--- config.mk ---
export PLATFORM = sky130hd
export DESIGN_NAME = mem_bridge
export DESIGN_NICKNAME = d
export VERILOG_FILES = /design/src/rtl/mem_bridge_pkg.sv /design/src/rtl/wbuf_fifo.sv /design/src/rtl/mem_bridge.sv
export SDC_FILE = /design/constraint.sdc
export NUM_CORES = 1
export LEC_CHECK = 0
export CAP_MARGIN = 30
export CORE_MARGIN = 10
export CORE_UTILIZATION = 25
export DETAILED_ROUTE_END_ITERATION = 16
export PLACE_DENSITY = 0.46
export RECOVER_POWER = 50
export SLEW_MARGIN = 20
export SYNTH_ARGS = -nofsm -noshare
export SYNTH_HDL_FRONTEND = slang
export SYNTH_HIERARCHICAL = 1
export SYNTH_SLANG_ARGS = --single-unit
export TNS_END_PERCENT = 100
--- constraint.sdc ---
create_clock -name clk -period 10.8 [get_ports clk]
set_clock_uncertainty 0.15 [all_clocks]
set_input_delay 1.62 -clock clk [delete_from_list [all_inputs] [get_ports clk]]
set_output_delay 1.62 -clock clk [all_outputs]
set_load 0.01 [all_outputs]
--- src/rtl/mem_bridge_pkg.sv ---
// Shared types and default sizing for the CPU-to-memory bridge.
package mem_bridge_pkg;

    localparam int unsigned MB_DEPTH = 4;
    localparam int unsigned MB_AW    = 32;
    localparam int unsigned MB_DW    = 32;

    typedef enum logic [1:0] {
        IDLE,
        RD,
        WR,
        RESP
    } state_t;

    typedef struct packed {
        logic [MB_AW-1:0] addr;
        logic [MB_DW-1:0] data;
    } wbuf_entry_t;

endpackage

--- src/rtl/wbuf_fifo.sv ---
// Posted-write circular buffer with a newest-match address lookup for read forwarding.
module wbuf_fifo
    import mem_bridge_pkg::*;
#(
    parameter int unsigned DEPTH = MB_DEPTH
) (
    input  logic                   clk,
    input  logic                   reset,
    input  logic                   push,
    input  wbuf_entry_t            push_entry,
    input  logic                   pop,
    output wbuf_entry_t            head_c,
    output logic [$clog2(DEPTH):0] count,
    output logic                   full_c,
    output logic                   empty_c,
    input  logic [MB_AW-1:0]       lookup_addr,
    output logic                   hit_c,
    output logic [MB_DW-1:0]       hit_data_c
);

    localparam int unsigned PW = $clog2(DEPTH);
    localparam int unsigned CW = PW + 1;

    wbuf_entry_t   buf_q [DEPTH];
    logic [PW-1:0] wr_ptr;
    logic [PW-1:0] rd_ptr;
    logic [PW-1:0] scan_idx;
    logic          do_push;
    logic          do_pop;

    assign full_c  = (count == CW'(DEPTH));
    assign empty_c = (count == '0);
    assign do_push = push && !full_c;
    assign do_pop  = pop && !empty_c;
    assign head_c  = buf_q[rd_ptr];

    // Pointers and occupancy; storage itself needs no reset since count gates validity.
    always_ff @(posedge clk or negedge reset) begin
        if (!reset) begin
            wr_ptr <= '0;
            rd_ptr <= '0;
            count  <= '0;
        end else begin
            if (do_push) wr_ptr <= wr_ptr + PW'(1);
            if (do_pop)  rd_ptr <= rd_ptr + PW'(1);
            case ({do_push, do_pop})
                2'b10:   count <= count + CW'(1);
                2'b01:   count <= count - CW'(1);
                default: count <= count;
            endcase
        end
    end

    always_ff @(posedge clk) begin
        if (do_push) buf_q[wr_ptr] <= push_entry;
    end

    // Scan oldest to newest so the youngest matching entry wins.
    always_comb begin
        hit_c      = 1'b0;
        hit_data_c = '0;
        scan_idx   = '0;
        for (int unsigned i = 0; i < DEPTH; i++) begin
            scan_idx = rd_ptr + PW'(i);
            if ((CW'(i) < count) && (buf_q[scan_idx].addr == lookup_addr)) begin
                hit_c      = 1'b1;
                hit_data_c = buf_q[scan_idx].data;
            end
        end
    end

endmodule

--- src/rtl/mem_bridge.sv ---
// CPU memory-port bridge: posted writes, read forwarding, idle-time drains to a req/ack memory.
module mem_bridge
    import mem_bridge_pkg::*;
#(
    parameter int unsigned DEPTH = MB_DEPTH,
    parameter int unsigned AW    = MB_AW,
    parameter int unsigned DW    = MB_DW
) (
    input  logic                   clk,
    input  logic                   reset,
    input  logic                   cpu_req,
    input  logic                   cpu_rw,
    input  logic [AW-1:0]          cpu_addr,
    input  logic [DW-1:0]          cpu_wdata,
    output logic [DW-1:0]          cpu_rdata,
    output logic                   cpu_ready,
    output logic                   mem_req,
    output logic                   mem_we,
    output logic [AW-1:0]          mem_addr,
    output logic [DW-1:0]          mem_wdata,
    input  logic                   mem_ack,
    input  logic [DW-1:0]          mem_rdata,
    output logic [$clog2(DEPTH):0] wbuf_count,
    output logic                   idle
);

    state_t      state;
    wbuf_entry_t push_entry;
    wbuf_entry_t head;
    logic        push;
    logic        pop;
    logic        full;
    logic        empty;
    logic        hit;
    logic [MB_DW-1:0] hit_data;

    assign push_entry = '{addr: MB_AW'(cpu_addr), data: MB_DW'(cpu_wdata)};
    assign push       = (state == IDLE) && cpu_req && !cpu_rw && !full;
    assign pop        = (state == WR) && mem_ack;
    assign idle       = (state == IDLE) && empty && !cpu_req;

    wbuf_fifo #(.DEPTH(DEPTH)) u_wbuf (
        .clk         (clk),
        .reset       (reset),
        .push        (push),
        .push_entry  (push_entry),
        .pop         (pop),
        .head_c      (head),
        .count       (wbuf_count),
        .full_c      (full),
        .empty_c     (empty),
        .lookup_addr (MB_AW'(cpu_addr)),
        .hit_c       (hit),
        .hit_data_c  (hit_data)
    );

    // Request sequencing: read hit/miss first, then posted write, else drain the oldest entry.
    always_ff @(posedge clk or negedge reset) begin
        if (!reset) begin
            state     <= IDLE;
            cpu_ready <= 1'b0;
            cpu_rdata <= '0;
            mem_req   <= 1'b0;
            mem_we    <= 1'b0;
            mem_addr  <= '0;
            mem_wdata <= '0;
        end else begin
            cpu_ready <= 1'b0;
            case (state)
                IDLE: begin
                    if (cpu_req && cpu_rw && hit) begin
                        cpu_rdata <= DW'(hit_data);
                        cpu_ready <= 1'b1;
                        state     <= RESP;
                    end else if (cpu_req && cpu_rw) begin
                        mem_req   <= 1'b1;
                        mem_we    <= 1'b0;
                        mem_addr  <= cpu_addr;
                        mem_wdata <= '0;
                        state     <= RD;
                    end else if (cpu_req && !full) begin
                        cpu_ready <= 1'b1;
                        state     <= RESP;
                    end else if (!empty) begin
                        mem_req   <= 1'b1;
                        mem_we    <= 1'b1;
                        mem_addr  <= AW'(head.addr);
                        mem_wdata <= DW'(head.data);
                        state     <= WR;
                    end
                end
                RD: begin
                    if (mem_ack) begin
                        cpu_rdata <= mem_rdata;
                        cpu_ready <= 1'b1;
                        mem_req   <= 1'b0;
                        state     <= RESP;
                    end
                end
                WR: begin
                    if (mem_ack) begin
                        mem_req <= 1'b0;
                        state   <= IDLE;
                    end
                end
                RESP:    state <= IDLE;
                default: state <= IDLE;
            endcase
        end
    end

endmodule

-- Word-level counts from Yosys, hierarchy flattened
Memory sizes are Yosys's and may differ from the RTL's.
Index checks and enable logic that the tools add are counted.
- $add $sub $neg: 6
- $lt $le $gt $ge: 4
- equality and inequality tests: 20
- muxes and demuxes: 39
- bitwise gates (word level): 1
- reduce and logical (&&, ||, !) cells: 29
- operators with widths (cell ; number):
    two-way mux 32 bit ; 12
    == test 32 bit ; 4
    one-hot mux 32 bit (2 select lines) ; 1
    two-way mux 1 bit ; 16
    logical AND 1 bit ; 15
    two-way mux 2 bit ; 6
    inequality test 2 bit (second input constant) ; 4
    one-hot mux 2 bit (4 select lines) ; 1
    == test 2 bit (second input constant) ; 3
    < comparator 1 x 3 -> 1 bit (first input constant) ; 2
    < comparator 2 x 3 -> 1 bit (first input constant) ; 2
    inequality test 2 x 1 -> 1 bit (second input constant) ; 3
    one-hot mux 3 bit (2 select lines) ; 1
    AND reduction 3 bit ; 2
    nonzero test 2 bit ; 3
    inequality test 5 x 2 -> 1 bit (second input constant) ; 1
    AND reduction 5 bit ; 1
    adder 2 x 1 -> 2 bit (second input constant) ; 2
    adder 2 bit (second input constant) ; 2
    == test 2 x 1 -> 1 bit (second input constant) ; 2
    zero test 1 bit ; 4
    one-hot mux 1 bit (2 select lines) ; 2
    AND reduction 4 bit ; 1
    adder 3 x 1 -> 3 bit (second input constant) ; 1
    other kinds (8) ; 8
- flip-flop bits (word level): 108
- memory bits (writable): 256
- input bits: 101
- output and inout bits: 103
- logic and storage cells: 110
- memories: 1
- memories (memory ; words ; width ; read ports ; clocked after memory_dff ; write ports ; line ; text):
    u_wbuf.buf_q ; 4 ; 64 ; 4 ; 0 ; 1 ; wbuf_fifo.sv:24 ; wbuf_entry_t buf_q [DEPTH];

-- Depth between registers and ports, before layout
Gate-level depths: netlist of run 1.
An unclocked memory read counts as a cell.
- depth after elaboration: 10
- mapped depth: 19
- depth with buffers taken out: 12

-- Hierarchy
The synthesis of run 1 kept the hierarchy.
- modules (own cells, without submodules) (module ; instances ; cells each ; area each (um2) ; sequential area each (um2)):
    wbuf_fifo ; 1 ; 1360 ; 17171.5 ; 7862.5
    mem_bridge ; 1 ; 361 ; 4639.4 ; 2527.4

-- Worst setup path after synthesis of run 1
Ideal clock, no wire load.
- path kind: input to register
- start: input port cpu_rw
- end: memory u_wbuf/buf_q[0][0] in the netlist's numbering, enable pin
- arrival: 3.995 ns
- slack: 6.226 ns
- cell stages on the path: 5
- path through: buf_2 -> nor4bb_1 -> nor2b_1 -> clkbuf_1 -> and2_1
- cells in the longest elaborated chain, start to end: 6
- RTL lines (item ; line ; text):
    start: declaration ; mem_bridge.sv:12 ; input logic cpu_rw,
    zero test 1 bit ; mem_bridge.sv:38 ; assign push = (state == IDLE) && cpu_req && !cpu_rw && !full;
    logical AND 1 bit (2 in a row) ; mem_bridge.sv:38 ;
    net push ; mem_bridge.sv:30 ; logic push;
    logical AND 1 bit ; wbuf_fifo.sv:33 ; assign do_push = push && !full_c;
    two-way mux 1 bit ; wbuf_fifo.sv:55 ; if (do_push) buf_q[wr_ptr] <= push_entry;
    two-way mux 1 bit (implied by the code) ; wbuf_fifo.sv:55 ;
    end: declaration ; wbuf_fifo.sv:24 ;
The timed path passes the listed nets, and every way through them passes these cells.

==> results.md, run 1 <==
* Status: finished, violations left
* Violated checks: max-capacitance violations, max-slew violations
* Post-synthesis cell area at 21800 µm²
* Die span in x at 315 µm
* CP top delay family: buffers and inverters
* WL/cell at 23.9 µm
* Leak pwr at 9.39 nW
* Comb power frac at 0.498
* GR Overflow Total at 0
* Share of layout cells above drive strength 1 at 0.163
* Clk network pwr share at 0.220
* Highest net fanout along the worst path at 58
* TritonCTS clock tree: yes
* Unique cell type count in the Yosys netlist at 64
* Routability Congestion at 0.841
* Post-CTS Setup Inserts at 0
* Clock-pin slew on the worst setup and hold paths at 0.06 ns
* Setup crit start: reset
* Multi-input gate area at 10600 µm²
* RR Endpoint: mem_addr[12]
* Clock tree sinks at 364
* Yosys top cell area share at 0.352
* Internal power at 4.29 mW
* Hold Path Class: flop to flop
* Top cell by count, worst path: clkbuf_1
* Total core area at 86600 µm²
* Largest stage delay, worst path at 2.63 ns
* Total Nets Final at 1961
* Part of the power in registers at 0.282
* R2R Setup Slk at 5.06 ns
* Die Span Y at 315 µm
* 1st-iter DRT viols at 994
* Fin cells at 3042
* Hold Buf Count CTS at 0
* Drt drc at 0
* Critical path class: input pin to asynchronous set/reset pin
* Root Driver: clkbuf_16
* Sw Pwr at 2.71 mW
* Clock Tree Buf Depth at 3
* I/O Buffers at 203
* Worst-skew pair later-pin latency at 0.57 ns
* Seq/Total Area, Yosys at 0.476
* Crit path time final at 7.14 ns
* Detailed placer's ending HPWL at 48900 µm
* Gate Count Post-Synth at 1721
* Placed instance count at 2955
* CP endpoint kind: asynchronous set/reset pin
* Vias per cell at 4.97
* Syn_nets at 1836
* Antenna violations before repair at 19
* Reg2reg start: u_wbuf/rd_ptr[0]
* CP bufs+invs at 2
* Die area at 99500 µm²
* Area delta synth->final at 20.5%
* CTS Buf Count at 44
* # setup viols final at 0
* Finished Cell Area at 26300 µm²
* Worst-path cell chain: clkbuf_1, clkbuf_1
* Final wirelength at 72800 µm
* Warnings from Yosys at 6
* Starting Density at 0.252
* Fin. max-slew vios at 111
* Worst Path Required at 10.56 ns
* Slowest-stage cell, CP: clkbuf_1
* CP startpoint kind: input pin
* Largest cells by area after synthesis: edfxtp_1, dfrtp_1, mux2i_1, mux4_2, mux2_2
* Htree depth at 2
* Crit path DAT at 6.90 ns
* Setup crit end: mem_wdata[26]
* Relative slew slack at -1.55
* Peak VDD IR at 0.149 mV
* Pre-CTS WS at 4.65 ns
* First-pass GRT wire length at 108000 µm
* Row cnt at 108
* Fmax at 0.140 GHz
* Largest net degree at the start of global routing at 159
* Crit path depth at 2
* Synth async-reset ratio at 0.297
* Worst hold stages at 1
* Max Cap Violations at 2
* Setup ws final at 3.66 ns
* I/O pin cnt at 204
* DR pass1 iterations at 7
* Switch share at 0.387
* Vias in the first global route at 15.7k
* Fin Setup TNS at 0 ns
* Post-synth top flop: edfxtp_1
* Pwr Density at 266 nW/µm²
* FF-to-FF path depth at 13
* Via count at 15.1k
* Flop and latch count out of synthesis at 364
* Worst-margin pin slew at 3.82 ns
* Post-synth top area cell: edfxtp_1
* ANT nets after route at 0
* Period utilization at 0.661
* Total area of sequential cells at 10400 µm²
* Filler cells at 8671
* Post-synth EDFFs at 256
* Avg Synthesized Cell Area at 12.7 µm²
* # resized after CTS at 0
* Total Routing Usage GR at 0.142
* Fin. Hold Viols at 0
* DP Area at 24800 µm²
* RSZ-0062 raised after global routing: false
layer usage:
layer | part of all wire | vias up | routed length, µm | track usage
met2 | 0.48 | 339 | 35100 | 0.237
met1 | 0.44 | 7774 | 32300 | 0.187
met5 | 0.0013 | - | 95 | 0
met4 | 0.027 | 14 | 1940 | 0.0412
li1 | - | 6881 | - | -
met3 | 0.046 | 113 | 3310 | 0.0244
cell usage in the layout (no fill, tap or decap), types with 24 or more instances in the layout:
master           count
a22oi_1             26
nand4_1             24
a22o_1              33
a21oi_1             63
dlygate4sd3_1      114
mux2_2              88
o2111ai_1           34
clkbuf_16           45
clkdlybuf4s50_1     88
dfrtp_1            106
edfxtp_1           256
nor2_1             117
a211oi_1            44
mux4_2              82
nand2_1             83
xnor2_1            107
mux2i_1            254
a2bb2oi_1           31
o21ai_0             36
synth_stat cells (17+ instances only):
cell       number
a22oi_1        26
nor2_1        117
buf_2          51
clkbuf_1       46
o21ai_0        36
edfxtp_1      256
nand2_1        84
inv_1          18
xnor2_1       108
a22o_1         33
buf_4          21
dfrtp_1       108
nand4_1        24
nor2b_1        22
mux2_4         17
a211oi_1       44
a2bb2oi_1      31
mux2i_1       254
mux2_2         88
a21oi_1        63
o2111ai_1      34
mux4_2         82
buf_1          19
layout make-up:
type | instances | share of cell area
timing repair buffer | 230 | 0.0873
sequential | 364 | 0.395
inverter | 19 | 0.00290
antenna | 7 | 0.000666
tap | 1155 | 0.0550
clock inverter | 28 | 0.0112
clock buffer | 52 | 0.0450
multi-input combinational | 1187 | 0.403
worst min-delay path by stage:
stage                       from     end  slack, ns
after CTS                 mem_we  mem_we       0.33
after floorplan           mem_we  mem_we       0.37
final                     mem_we  mem_we       0.32
after global routing      mem_we  mem_we       0.35
after global placement    mem_we  mem_we       0.32
after detailed placement  mem_we  mem_we       0.32
power groups by stage:
stage	logic [mW]	clock network (mW)	registers [mW]
after floorplan	2.35	0	2.01
final	3.48	1.54	1.97
after global placement	3.50	0	2.00
after detailed placement	3.55	0	2.01
after global routing	3.75	1.64	2.01
after CTS	3.57	1.59	1.99
sequential cells by signal, indices dropped and copies added, names as in the netlist:
signal         cells
state              2
mem_wdata         32
u_wbuf/rd_ptr      2
u_wbuf/wr_ptr      2
mem_addr          32
u_wbuf/buf_q     256
mem_we             1
mem_req            1
cpu_ready          1
cpu_rdata         32
u_wbuf/count       3
cells by family (layout without fill, tap and decap cells):
family | Yosys count | in the layout | share of synthesized area
adders and majority gates | 14 | 14 | 0.00803
buffers and inverters | 170 | 329 | 0.0406
DFF | 364 | 364 | 0.476
muxes | 441 | 441 | 0.258
xor gates and xnor gates | 120 | 120 | 0.0482
AOI/OAI and AO/OA | 309 | 309 | 0.104
other | 0 | 7 | 0
and+or+nand+nor | 303 | 303 | 0.0640
through the flow:
step                       util  power, mW  hold WS [ns]
after global placement    0.285       5.50         0.317
after floorplan               -       4.36         0.368
after global routing      0.303       7.40         0.346
after detailed placement  0.286       5.56         0.322
final                     0.304       6.99         0.324
after CTS                 0.303       7.14         0.335
(Power assumes the default switching activity.)
==> run 2: changes to the inputs <==
Clock period 10.8 ns to 6.8 ns, I/O delays scaled along.
==> run 2 against run 1 <==
  * Critical path type is now flop to flop
  * Sequential power is 64% higher
  * Worst hold slack better by 0.0053 ns
  * Largest cell class unchanged
  * Core utilization is 0.22 points higher
  * First-iteration DRC count is 19% higher
  * Final area is 0.73% higher
  * Combinational power is 59% higher
  * Worst setup slack worse by 2.0 ns
  * The run still ends with max-capacitance violations, max-slew violations left
  * Highest routed layer unchanged
  * Die area stayed put
  * Flip-flop and latch count stayed put
  * Critical path depth is 12 higher
==> results.md, run 2 (synthesized netlist as in run 1, its figures left out) <==
* # resized after CTS at 0 (unchanged)
* Max Cap Violations at 3 (+1)
* Clock tree sinks at 364 (unchanged)
* Most frequent cells in the layout: edfxtp_1, mux2i_1, nor2_1
* Fin. Hold Viols at 0 (unchanged)
* Top reg by flops: u_wbuf/buf_q
* Vias per cell at 4.99 (+0.36%)
* Setup ws final at 1.67 ns (-2.00 ns)
* Leak pwr at 9.51 nW (+1.3%)
* Total area of sequential cells at 10400 µm² (unchanged)
* 1st-iter DRT viols at 1183 (+19%)
* Peak VDD IR at 0.322 mV (+120%)
* R2R Setup Slk at 1.67 ns (-3.39 ns)
* CP top delay family: XOR/XNOR gates
* Total Nets Final at 1977 (+0.82%)
* Hold Buf Count CTS at 0 (unchanged)
* Largest net degree at the start of global routing at 148 (-6.9%)
* Slowest-stage cell, CP: dfrtp_4
* CP bufs+invs at 3 (+1)
* Worst Path Required at 7.07 ns (-3.49 ns)
* Htree depth at 2 (unchanged)
* Worst-margin pin slew at 3.85 ns (+0.0342 ns)
* I/O pin cnt at 204 (unchanged)
* GR Overflow Total at 0 (unchanged)
* FF-to-FF path depth at 14 (+1)
* Placed instance count at 2971 (+0.54%)
* Clk network pwr share at 0.224 (+0.004)
* CP startpoint kind: flop
* Highest net fanout along the worst path at 49 (-16%)
* Critical path class: flop to flop
* Vias in the first global route at 15.5k (-1.8%)
* Area delta synth->final at 21.4%
* Most common cell after layout, fill and taps aside: edfxtp_1
* CP endpoint kind: flop
* Clock Tree Buf Depth at 3 (unchanged)
* Fin cells at 3055 (+0.43%)
* Total core area at 86600 µm² (unchanged)
* Period utilization at 0.755
* Detailed placer's ending HPWL at 50400 µm (+3.1%)
* Die span in x at 315 µm (unchanged)
* Crit path time final at 5.13 ns
* CTS Buf Count at 44 (unchanged)
* DR pass1 iterations at 8 (+1)
* Total Routing Usage GR at 0.143 (+0.00124)
* Worst-path cell chain: buf_4, mux4_2, xnor2_1, nand4_1, nor3_1, nand4_1, buf_4, xnor2_2, buf_12, a2bb2oi_1, o2111ai_1, a22oi_1, mux2i_1, a21oi_1
* Comb power frac at 0.489 (-0.009)
* Relative slew slack at -1.57 (-0.0228)
* Max reg flops at 256 (unchanged)
* HP Start: mem_we
* Die area at 99500 µm² (unchanged)
* Violated checks: max-capacitance violations, max-slew violations
* First-pass GRT wire length at 108000 µm (about the same)
* RR Endpoint: cpu_rdata[25]
* Fin Setup TNS at 0 ns (unchanged)
* Hold Path Class: flop to flop
* Pwr Density at 426 nW/µm² (+60%)
* Final wirelength at 73600 µm (+1.1%)
* Filler cells at 8611 (-0.69%)
* Antenna violations before repair at 21 (+2)
* Largest stage delay, worst path at 0.96 ns (-1.67 ns)
* Part of the power in registers at 0.287 (+0.005)
* Starting Density at 0.252 (unchanged)
* Pre-CTS WS at 1.55 ns (-3.10 ns)
* Reg2reg start: u_wbuf/rd_ptr[0]
* Root Driver: clkbuf_16
* Multi-input gate area at 10600 µm² (about the same)
* Clock-pin slew on the worst setup and hold paths at 0.06 ns (about the same)
* Die Span Y at 315 µm (unchanged)
* Drt drc at 0 (unchanged)
* Fmax at 0.195 GHz
* Switch share at 0.383 (-0.00413)
* Internal power at 6.96 mW (+62%)
* Worst-skew pair later-pin latency at 0.58 ns (about the same)
* Row cnt at 108 (unchanged)
* RSZ-0062 raised after global routing: false
* ANT nets after route at 0 (unchanged)
* Post-CTS Setup Inserts at 0 (unchanged)
* Crit path DAT at 5.40 ns (-1.50 ns)
* # setup viols final at 0 (unchanged)
* TritonCTS clock tree: yes
* Status: finished, violations left
* WL/cell at 24.1 µm (+0.71%)
* Post-layout util at 0.306 (+0.00221)
* Hold Path End: mem_we
* Fin. max-slew vios at 148 (+33%)
* Hold Slack at 0.329 ns (+0.00526 ns)
* I/O Buffers at 203 (unchanged)
* Share of layout cells above drive strength 1 at 0.168 (+0.00434)
* Worst hold stages at 1 (unchanged)
* Routability Congestion at 0.861 (+2.4%)
* Via count at 15.2k (+0.79%)
* Sw Pwr at 4.32 mW (+60%)
==> run 2: changes by cell type in the layout (fill, tap and decap cells not counted), moves of 3 or more <==
cell,previous run,this run
clkinvlp_4,3,0
buf_4,21,32
clkinv_1,5,1
buf_12,4,8
diode_2,7,3
clkinv_2,13,6
clkbuf_1,6,15
clkbuf_8,3,10
==> run 2: routing by layer <==
layer | vias up | part of all wire | wire length (µm) | GRT usage
met5 | - | 0.0014 | 100 | 0
met4 | 16 | 0.027 | 2020 | 0.0455
met3 | 127 | 0.056 | 4110 | 0.0288
met2 | 444 | 0.48 | 35400 | 0.237
met1 | 7742 | 0.43 | 32000 | 0.187
li1 | 6912 | - | - | -
==> run 2: layout make-up <==
cell class,count,area share
Clock inverter,14,0.00883
Antenna cell,3,0.000283
Clock buffer,67,0.0494
Sequential cell,364,0.393
Tap cell,1155,0.0546
Multi-Input combinational cell,1187,0.399
Inverter,19,0.00288
Timing Repair Buffer,246,0.0921
==> run 2: worst register-to-register path: stages, from the launching register on <==
cell       delay, ns
dfrtp_4         0.96
buf_4           0.53
mux4_2          0.58
xnor2_1         0.32
nand4_1         0.16
nor3_1          0.26
nand4_1         0.17
buf_4           0.25
xnor2_2         0.73
buf_12          0.27
a2bb2oi_1       0.09
o2111ai_1       0.11
a22oi_1         0.11
mux2i_1         0.17
a21oi_1         0.12
==> run 2: through the flow <==
| stage | power, mW | area, µm² |
|---|---|---|
| 2_1_floorplan | 6.93 | 21800 |
| 3_3_place_gp | 8.86 | 25000 |
| 3_5_place_dp | 8.87 | 25000 |
| 4_1_cts | 11.5 | 26500 |
| 5_1_grt | 11.9 | 26500 |
| 6_report | 11.3 | 26500 |
==> run 2: worst max path at each step <==
stage | slack (ns) | cells past startpoint | from | to
global placement | 1.52 | 13 | cpu_addr[11] | cpu_rdata[11]
CTS | 1.65 | 14 | u_wbuf/rd_ptr[0] | cpu_rdata[25]
global route | 0.90 | 2 | reset | mem_wdata[22]
detailed placement | 1.55 | 13 | cpu_addr[12] | cpu_rdata[12]
floorplan | 2.83 | 5 | cpu_rw | u_wbuf/buf_q[0][0]
finish | 1.67 | 14 | u_wbuf/rd_ptr[0] | cpu_rdata[25]
==> run 2: power by group through the flow <==
stage                     clock, mW  sequential (mW)  combinational (mW)
after floorplan                   0             3.20                3.73
after global placement            0             3.28                5.58
after detailed placement          0             3.29                5.58
after CTS                      2.61             3.25                5.61
after global routing           2.70             3.30                5.93
final                          2.53             3.23                5.52
==> run 3: changes to the inputs <==
Clock period 6.8 ns to 5.2 ns, I/O delays scaled along.
==> run 3 against run 2 <==
  * Non-clock buffer count is 37 higher
  * Core utilization is 0.23 points higher
  * Power is 30% higher
  * Critical path type unchanged
  * Critical endpoint is now mem_addr[12]
  * Fmax is 5.0% higher
  * Die area stayed put
  * Clock-buffer cell count is 1 higher
  * Clock power is 22% higher
  * Flip-flop and latch count stayed put
  * Sequential power is 26% higher
  * First-iteration DRC count is 15% lower
  * The flow still finishes with violations (max-capacitance violations, max-slew violations)
  * Worst setup slack worse by 1.4 ns
  * Routed wire length is 0.53% higher
==> results.md, run 3 (synthesized netlist as in run 1, its figures left out) <==
* Status: finished, violations left
* Violated checks: max-capacitance violations, max-slew violations
* Area delta synth->final at 22.3%
* WL/cell at 23.9 µm (-0.73%)
* Top reg by flops: u_wbuf/buf_q
* Clock tree sinks at 364 (unchanged)
* Placed instance count at 3008 (+1.2%)
* I/O Buffers at 203 (unchanged)
* Pre-CTS WS at 0.266 ns (-1.29 ns)
* Finished Cell Area at 26700 µm² (+0.75%)
* Max reg flops at 256 (unchanged)
* Htree depth at 2 (unchanged)
* Slowest-stage cell, CP: dfrtp_4
* Row cnt at 108 (unchanged)
* Post-layout util at 0.308 (+0.00228)
* Hold Buf Count CTS at 0 (unchanged)
* 1st-iter DRT viols at 1004 (-15%)
* Via count at 15.5k (+1.5%)
* Die area at 99500 µm² (unchanged)
* Fin Setup TNS at 0 ns (unchanged)
* RSZ-0062 raised after global routing: false
* Most frequent cells in the layout: edfxtp_1, mux2i_1, nor2_1
* Crit path DAT at 5.19 ns (-0.21 ns)
* Max Cap Violations at 2 (-1)
* Vias in the first global route at 15.5k (+0.12%)
* Worst-path cell chain: buf_4, mux4_2, xnor2_1, nand4_1, nor4_1, nand4_1, buf_4, buf_4, nand3b_1, inv_1, a41oi_4, buf_12, mux2_2
* Largest stage delay, worst path at 0.62 ns (-0.34 ns)
* Highest net fanout along the worst path at 40 (-18%)
* # setup viols final at 0 (unchanged)
* Setup ws final at 0.311 ns (-1.36 ns)
* Fin cells at 3094 (+1.3%)
* Fin. Hold Viols at 0 (unchanged)
* Total core area at 86600 µm² (unchanged)
* Worst Path Required at 5.51 ns (-1.56 ns)
* Detailed placer's ending HPWL at 51100 µm (+1.4%)
* GR Overflow Total at 0 (unchanged)
* I/O pin cnt at 204 (unchanged)
* CP endpoint kind: flop
* Antenna violations before repair at 19 (-9.5%)
* Share of layout cells above drive strength 1 at 0.171 (+0.00334)
* DP Area at 25300 µm² (+1.5%)
* Peak VDD IR at 0.289 mV (-10%)
* DR pass1 iterations at 6 (-2)
* # resized after CTS at 0 (unchanged)
* Fin. max-slew vios at 89 (-40%)
* Total Routing Usage GR at 0.143 (about the same)
* Leak pwr at 9.58 nW (+0.79%)
* Hold Path Class: input pin to asynchronous set/reset pin
* Total Nets Final at 2015 (+1.9%)
* Die span in x at 315 µm (unchanged)
* CP startpoint kind: flop
* Drt drc at 0 (unchanged)
* Starting Density at 0.252 (unchanged)
* Final wirelength at 74000 µm (+0.53%)
* Fmax at 0.205 GHz (+5.0%)
* Vias per cell at 5.00 (+0.22%)
* Relative slew slack at -0.683 (+0.885)
* Root Driver: clkbuf_16
* Routability Congestion at 0.898 (+4.4%)
* Critical path class: flop to flop
* Most common cell after layout, fill and taps aside: edfxtp_1
* Worst-skew pair later-pin latency at 0.58 ns (about the same)
* Clock Tree Buf Depth at 3 (unchanged)
* ANT nets after route at 0 (unchanged)
* Die Span Y at 315 µm (unchanged)
* Post-CTS Setup Inserts at 0 (unchanged)
* Crit path time final at 4.89 ns (-0.244 ns)
* Clock-pin slew on the worst setup and hold paths at 0.06 ns (about the same)
* First-pass GRT wire length at 108000 µm (about the same)
* CTS Buf Count at 45 (+2.3%)
* Top cell by count, worst path: buf_4
* Largest net degree at the start of global routing at 71 (-52%)
* Worst-margin pin slew at 2.53 ns (-1.33 ns)
* TritonCTS clock tree: yes
* Pwr Total at 14.7 mW (+30%)
* Pwr Density at 549 nW/µm² (+29%)
* Period utilization at 0.940 (+0.185)
* Hold Slack at 0.0214 ns (-0.308 ns)
==> run 3: cell types whose count changed in the layout (fill, tap and decap cells not counted), sizes merged <==
cell	change
buf	+22
clkbuf	+16
bufinv	-4
clkinv	+2
clkinvlp	+2
inv	+1
==> run 3: worst paths after layout <==
kind / depth (start not counted) / from / slack, ns / end
min in group clk: 1 / mem_we / 0.34 / mem_we
max: 13 / u_wbuf/rd_ptr[0] / 0.31 / mem_addr[12]
max in group asynchronous: 2 / reset / 1.99 / mem_wdata[24]
max reg2reg: 13 / u_wbuf/rd_ptr[0] / 0.31 / mem_addr[12]
min: 1 / reset / 0.02 / mem_addr[11]
min reg2reg: 1 / mem_we / 0.34 / mem_we
==> run 3: final cells by class <==
class,instances,area (µm²)
clock buffer,68,1280
sequential,364,10400
tap,1155,1450
multi-input combinational,1187,10600
timing repair buffer,283,2760
antenna,3,7.51
fill,8574,59900
clock inverter,15,131
inverter,19,76.3
==> run 3: where the power goes <==
group,total [mW],leakage [nW],switching [mW],internal [mW]
combinational,7.50,5.28,4.02,3.48
clock,3.08,0.683,1.27,1.80
sequential,4.08,3.62,0.397,3.69
==> run 3: critical path: cells and delay by family, from the launching register on <==
| kind | cells | cell delay (ns) |
|---|---|---|
| AOI/OAI and AO/OA | 1 | 0.26 |
| buffers and inverters | 5 | 1.14 |
| DFF | 1 | 0.62 |
| and+or+nand+nor | 4 | 1.27 |
| xor gates and xnor gates | 1 | 0.30 |
| muxes | 2 | 0.91 |
==> run 3: per-layer routing <==
layer,routed length (µm),part of all wire,track usage,vias to the layer above
met5,89,0.0012,0,-
met4,1500,0.020,0.0309,14
met3,4150,0.056,0.0245,103
met2,36000,0.49,0.243,437
met1,32300,0.44,0.190,7923
li1,-,-,-,6993
